## src/rtl/uart_transmitter.sv

```systemverilog
// rtl/uart_transmitter.sv - 8-bit UART serializer, LSB first, optional parity, 1/2 stop bits.
// One-entry holding register so a queued byte starts on the edge the previous stop bit ends.
module uart_transmitter #(
  parameter int clk_freq   = 100_000_000,
  parameter int baud_rate  = 9_600,
  parameter int div_bit    = clk_freq / baud_rate,
  parameter bit parity_en  = 1'b0,
  parameter bit parity_odd = 1'b0,
  parameter int stop_bits  = 1
) (
  input  logic       clock_fpga,
  input  logic       reset,
  input  logic [7:0] TxData,
  input  logic       TxValid,
  output logic       TxReady,
  output logic       TxD,
  output logic       TxBusy
);

  localparam logic [2:0] IDLE   = 3'd0;
  localparam logic [2:0] START  = 3'd1;
  localparam logic [2:0] DATA   = 3'd2;
  localparam logic [2:0] PARITY = 3'd3;
  localparam logic [2:0] STOP   = 3'd4;

  localparam logic [13:0] baud_max = 14'(div_bit - 1);
  localparam logic [2:0]  stop_max = 3'(stop_bits - 1);

  logic [2:0]  state, state_n;
  logic [13:0] baud_cnt, baud_cnt_n;
  logic [2:0]  bit_cnt, bit_cnt_n;
  logic [7:0]  hold_reg, shifter, shifter_n;
  logic        hold_full, hold_full_n;
  logic        parity_bit, parity_bit_n;
  logic        txd_n;
  logic        accept, drain, bit_end;

  assign accept      = TxValid & TxReady;
  assign bit_end     = (baud_cnt == baud_max);
  assign hold_full_n = accept | (hold_full & ~drain);

  always_comb begin
    state_n      = state;
    baud_cnt_n   = baud_cnt;
    bit_cnt_n    = bit_cnt;
    shifter_n    = shifter;
    parity_bit_n = parity_bit;
    txd_n        = TxD;
    drain        = 1'b0;
    if (state != IDLE) baud_cnt_n = bit_end ? 14'd0 : baud_cnt + 14'd1;
    case (state)
      IDLE: begin
        txd_n = 1'b1;
        if (hold_full) drain = 1'b1;
      end
      START: if (bit_end) begin
        state_n   = DATA;
        bit_cnt_n = 3'd0;
        txd_n     = shifter[0];
      end
      DATA: if (bit_end) begin
        shifter_n = {1'b0, shifter[7:1]};
        if (bit_cnt == 3'd7) begin
          bit_cnt_n = 3'd0;
          if (parity_en) begin
            state_n = PARITY;
            txd_n   = parity_bit;
          end else begin
            state_n = STOP;
            txd_n   = 1'b1;
          end
        end else begin
          bit_cnt_n = bit_cnt + 3'd1;
          txd_n     = shifter[1];
        end
      end
      PARITY: if (bit_end) begin
        state_n   = STOP;
        bit_cnt_n = 3'd0;
        txd_n     = 1'b1;
      end
      STOP: if (bit_end) begin
        if (bit_cnt == stop_max) begin
          bit_cnt_n = 3'd0;
          if (hold_full) drain = 1'b1;
          else begin
            state_n = IDLE;
            txd_n   = 1'b1;
          end
        end else begin
          bit_cnt_n = bit_cnt + 3'd1;
        end
      end
      default: begin
        state_n = IDLE;
        txd_n   = 1'b1;
      end
    endcase
    // Parity is latched from the byte as it leaves the holding register.
    if (drain) begin
      state_n      = START;
      baud_cnt_n   = 14'd0;
      bit_cnt_n    = 3'd0;
      shifter_n    = hold_reg;
      parity_bit_n = (^hold_reg) ^ parity_odd;
      txd_n        = 1'b0;
    end
  end

  always_ff @(posedge clock_fpga or negedge reset) begin
    if (!reset) begin
      state      <= IDLE;
      baud_cnt   <= 14'd0;
      bit_cnt    <= 3'd0;
      shifter    <= 8'd0;
      hold_reg   <= 8'd0;
      hold_full  <= 1'b0;
      parity_bit <= 1'b0;
      TxD        <= 1'b1;
      TxReady    <= 1'b1;
      TxBusy     <= 1'b0;
    end else begin
      state      <= state_n;
      baud_cnt   <= baud_cnt_n;
      bit_cnt    <= bit_cnt_n;
      shifter    <= shifter_n;
      parity_bit <= parity_bit_n;
      hold_full  <= hold_full_n;
      if (accept) hold_reg <= TxData;
      TxD        <= txd_n;
      TxReady    <= ~hold_full_n;
      TxBusy     <= (state_n != IDLE) | hold_full_n;
    end
  end

endmodule

```

## config.mk

```make
export PLATFORM = sky130hd
export DESIGN_NAME = uart_transmitter
export DESIGN_NICKNAME = d
export VERILOG_FILES = /design/src/rtl/uart_transmitter.sv
export SDC_FILE = /design/constraint.sdc
export NUM_CORES = 1
export LEC_CHECK = 0
export BUFFER_PORTS_ARGS = -buffer_cell sky130_fd_sc_hd__buf_2
export CORE_MARGIN = 2
export CORE_UTILIZATION = 59
export DETAILED_ROUTE_END_ITERATION = 7
export PLACE_DENSITY = 0.79
export REMOVE_ABC_BUFFERS = 1
export SLEW_MARGIN = 20
export SYNTH_ARGS = -nofsm -noshare
export SYNTH_HDL_FRONTEND = slang
export SYNTH_SLANG_ARGS = --single-unit
```

## constraint.sdc

```tcl
create_clock -name clock_fpga -period 2.35 [get_ports clock_fpga]
set_input_delay 0.47 -clock clock_fpga [delete_from_list [all_inputs] [get_ports clock_fpga]]
set_output_delay 0.47 -clock clock_fpga [all_outputs]
set_load 0.02 [all_outputs]
```

== After elaboration in Yosys (flattened, before gate mapping) ==
Cells that the tools add are included.
W data, S select, Z words.

* Bits in registers: 40
* Memories: 0
* Output and inout port bits: 3
* Latch bits: 0
* Logic and storage cells: 77
* RAM bits: 0
* Memory bits (read-only): 0
* Bits of input ports: 11

* Multipliers: 0
* Shift operators: 0
* Divide/modulo/power cells: 0
* $add $sub $neg: 2
* Bitwise operators: 6
* Reductions and logical operators: 12
* Order comparisons: 0
* Equal/unequal tests: 13
* Muxes and demuxes: 35

{| class="wikitable"
|+ Operators with widths
! kind !! count
|-
| $mux W14 || 3
|-
| $mux W3 || 14
|-
| $mux W8 || 3
|-
| $ne A3 B3 Y1 const B || 6
|-
| $pmux W3 S5 || 1
|-
| $add A14 B1 Y14 const B || 1
|-
| $eq A14 B14 Y1 const B || 1
|-
| $mux W1 || 11
|-
| $pmux W3 S3 || 1
|-
| $eq A3 B2 Y1 const B || 2
|-
| $eq A3 B3 Y1 const B || 2
|-
| $logic_not A3 Y1 || 2
|-
| $reduce_and A6 Y1 || 1
|-
| $reduce_bool A2 Y1 || 3
|-
| $reduce_bool A3 Y1 || 2
|-
| $pmux W1 S4 || 1
|-
| $reduce_and A4 Y1 || 1
|-
| $reduce_bool A4 Y1 || 1
|-
| $add A3 B1 Y3 const B || 1
|-
| $eq A3 B1 Y1 const B || 1
|-
| $ne A3 B1 Y1 const B || 1
|-
| $and A1 B1 Y1 || 2
|-
| $not A1 Y1 || 2
|-
| $or A1 B1 Y1 || 2
|-
| other kinds (3) || 3
|}

== Longest topological paths before layout ==
* Word-level depth: 8
* Mapped depth: 7
* Depth with buffers taken out: 7

== Worst setup path after synthesis ==
Ideal clock, no wire load.

* Kind: register to register
* Start: reg baud_cnt[0]
* End: reg shifter[7]
* Setup slack: 0.317 ns
* Library setup time: 0.121 ns
* Required time: 2.229 ns
* Arrival time: 1.912 ns
* Path buffers: 0
* Cell stages (with the launch flop): 7
* Path through: dfrtp_1 > ha_1 > and4_1 > nand4_2 > o31ai_2 > nor2_2 > a22o_1

* Cells in the longest elaborated chain, start to end: 5
* Elaborated cells between the ends (all ways): 7
* Those cells by class: 1 x eq/ne; 3 x mux; 3 x reduce/logical

{| class="wikitable"
|+ RTL lines
! what !! RTL line !! source
|-
| start: declaration || 30 || <nowiki>logic [13:0] baud_cnt, baud_cnt_n;</nowiki>
|-
| start signal: assignment || 124 || <nowiki>baud_cnt <= baud_cnt_n;</nowiki>
|-
| $eq A14 B14 Y1 * || 39 || <nowiki>assign bit_end = (baud_cnt == baud_max);</nowiki>
|-
| $mux W1 || 82 || <nowiki>STOP: if (bit_end) begin</nowiki>
|-
| $pmux W1 S2 || 51 || <nowiki>case (state)</nowiki>
|-
| $reduce_bool A2 Y1 (no line) || -- ||
|-
| $reduce_and A2 Y1 (no line) || -- ||
|-
| end signal: assignment || 126 || <nowiki>shifter <= shifter_n;</nowiki>
|-
| end: declaration || 32 || <nowiki>logic [7:0] hold_reg, shifter, shifter_n;</nowiki>
|}

Every way passes the cells marked *; elsewhere a longest branch is shown, timed or not.
A chain may end at the register's enable or synchronous reset.

== Worst setup path after layout ==
* Start: reg baud_cnt[1]
* End: reg shifter[0]

Same word-level chain as after synthesis.

==> impl_metrics.py <==
metrics = {
    "clock_tree": {
        "clockBufferDepth": 2,
        "cts_setup_buffers": 0,
        "cts_made_buffers": 5,
        "cts_resized": 0,
        "clock_latency_ns": 0.35,
        "clkSlewWorstSetupHoldPaths_ns": 0.13,
        "htreeDepth": 2,
        "hold_buffers": 0,
        "cts_tree": "yes",
        "root_buffer": "clkbuf_4",
        "clock_sinks": 40,
    },
    "die": {
        "die_w_um": 62.8,
        "dieArea_um2": 3950,
        "start_util_pct": 61.2,
        "fp.coreArea_um2": 3340,
        "fp.dieH_um": 62.8,
        "ioPinCount": 14,
        "std_cell_rows": 21,
    },
    "critical_path": {
        "r2r_cells": 8,
        "r2r_end": "shifter[0]",
        "rrSetupSlack_ns": 0.23,
        "cp.depth": 8,
        "critical-path-top-delay-family": "compound AO/OA/AOI/OAI gates",
        "worstPathArrival_ns": 2.40,
        "path_class": "flip-flop to flip-flop",
        "worstPathRequired_ns": 2.63,
        "endpoint": "shifter[0]",
        "critPathLaunch": "baud_cnt[1]",
        "endpoint_kind": "flip-flop",
        "r2r_start": "baud_cnt[1]",
        "cp_max_fo": 8,
        "worstSetupStartpointType": "flip-flop",
        "cp_num_buf_inv": 2,
        "cp_cell_sequence": "ha_1, and4_1, nand4_2, buf_4, o31ai_2, buf_4, a22o_2, a21o_1",
        "crit_slowest_cell": "dfrtp_1",
        "slowest_delay_ns": 0.43,
        "critPathMostFrequentCell": "buf_4",
    },
    "placement": {
        "io_buffers": 13,
        "routabilityCongestion": 0.946,
        "dpl.hpwl_mm": 2.80,
        "place_area_um2": 2180,
        "post-place-cells": 254,
    },
    "timing": {
        "fin_crit_sh_pct": 90.0,
        "period_minus_slack_ns": 2.12,
        "setup_viol": 0,
        "relSlewSlack_pct": 43.2,
        "hold_viol": 0,
        "rsz0062_at_grt": "no",
        "tightestPinTransition_ns": 0.852,
        "max_clock_freq_mhz": 473,
        "final-max-slew-violation-count": 0,
        "skew_ns": 0.0199,
        "setup_tns_ns": 0,
    },
    "synth": {
        "async_flop_share_pct": 100,
        "synth.ff_latch_count": 40,
        "synth_area_um2": 2040,
        "ys.flop_type": "dfrtp_1",
        "syn_area_per_cell_um2": 10.4,
        "ys_seq_area_share_pct": 49.1,
        "synth-edff-count": 0,
        "synthCells": 196,
        "synth_cell_types": 48,
        "yosys_warnings": 0,
    },
    "grt": {
        "grt_pass1_vias": 1572,
        "grt_max_degree": 41,
        "grt_pass1_wl_mm": 6.97,
        "track_usage_pct": 22.2,
        "grt-ovfl-total": 0,
        "antenna_found_initial": 0,
    },
    "final_layout": {
        "fin_cells": 262,
        "final_cell_mix": "dfrtp_1 (38), nor2_1 (17), nand2_1 (17), buf_2 (13), mux2_2 (10)",
        "largest_register_ff_count": 14,
        "layout.nets": 230,
        "area_growth_pct": 9.80,
        "drive_above_1_share_pct": 26.9,
        "layout_commonest_cell": "dfrtp_1",
        "final_cell_area_um2": 2240,
        "diodes": 0,
    },
    "drt": {
        "wire_per_inst_um": 14.9,
        "vias": 1548,
        "finalWirelength_mm": 3.90,
        "first_pass_iters": 4,
        "avgViaCountPerCell": 5.91,
        "drtIter0Drc": 103,
        "final_antenna_net_count": 0,
        "drc": 0,
    },
    "power_and_ir_drop": {
        "p_per_area_nw_per_um2": 548,
        "total_leakage_power_nw": 1.10,
        "vdd_drop_max_mv": 0.487,
    },
    "min_path": {
        "hold_path.class": "input port to async pin",
    },
    "flow_run": {
        "maxCapViolations": 0,
    },
    "status": {
        "status": "completed",
    },
}
[cells in the mapped netlist, types with 4 or more instances]
library cell / instances / area share [%]
nor3_1: 4 / 0.98
nand3_1: 4 / 0.98
o21ai_0: 7 / 1.7
xor2_1: 4 / 1.7
nor2_1: 17 / 3.1
or3_1: 4 / 1.2
a21oi_1: 9 / 2.2
ha_1: 4 / 2.5
a22o_2: 7 / 3.4
nand4_1: 4 / 1.2
a21o_1: 7 / 2.6
inv_1: 7 / 1.3
mux2_2: 10 / 5.5
clkbuf_1: 5 / 0.92
dfrtp_1: 38 / 47
nand2_1: 17 / 3.1
[per-layer routing]
metal	up-vias	global-route usage [%]	part of all wire, %
met2	25	39.1	52
li1	744	-	-
met4	0	7.50	1.2
met3	5	4.32	2.7
met5	-	0	0
met1	774	27.2	44
[how the worst min path moves through the flow]
stage	slack, ns	start	end
global placement	0.46	shifter[6]	shifter[6]
floorplan	0.17	reset	TxBusy
CTS	0.24	reset	baud_cnt[12]
finish	0.21	reset	baud_cnt[5]
global route	0.30	reset	baud_cnt[10]
detailed placement	0.47	shifter[3]	shifter[3]
[power by group]
group	internal, mW	total [mW]	switching, mW
Clock	0.143	0.367	0.224
Combinational	0.0501	0.0889	0.0388
Sequential	0.742	0.773	0.0305
[final cells by class]
cell class / instances / area (µm²)
repair buffers: 19 / 110
clock inverters: 2 / 10.0
flip-flops and latches: 40 / 1000
fillers: 285 / 1090
multi-input cells: 142 / 983
well taps: 46 / 57.6
clock buffers: 6 / 51.3
inverters: 7 / 26.3
[cell families after synthesis]
family          share of synthesized area (%)
simple gates                             20.0
compound gates                           16.2
flops                                    49.1
buf+inv                                  2.70
mux                                      6.50
xor+xnor                                 3.00
fa+ha+maj                                2.45
[through the flow]
stage | power, mW | utilization, % | worst slack (ns) | hold slack (ns)
3_5_place_dp | 0.879 | 65.4 | 0.298 | 0.472
2_1_floorplan | 0.836 | - | 0.317 | 0.174
3_3_place_gp | 0.870 | 65.4 | 0.326 | 0.459
6_report | 1.23 | 67.2 | 0.235 | 0.209
4_1_cts | 1.24 | 67.2 | 0.247 | 0.239
5_1_grt | 1.28 | 67.2 | 0.121 | 0.301
No activity file was read; power rests on OpenSTA's default activity.
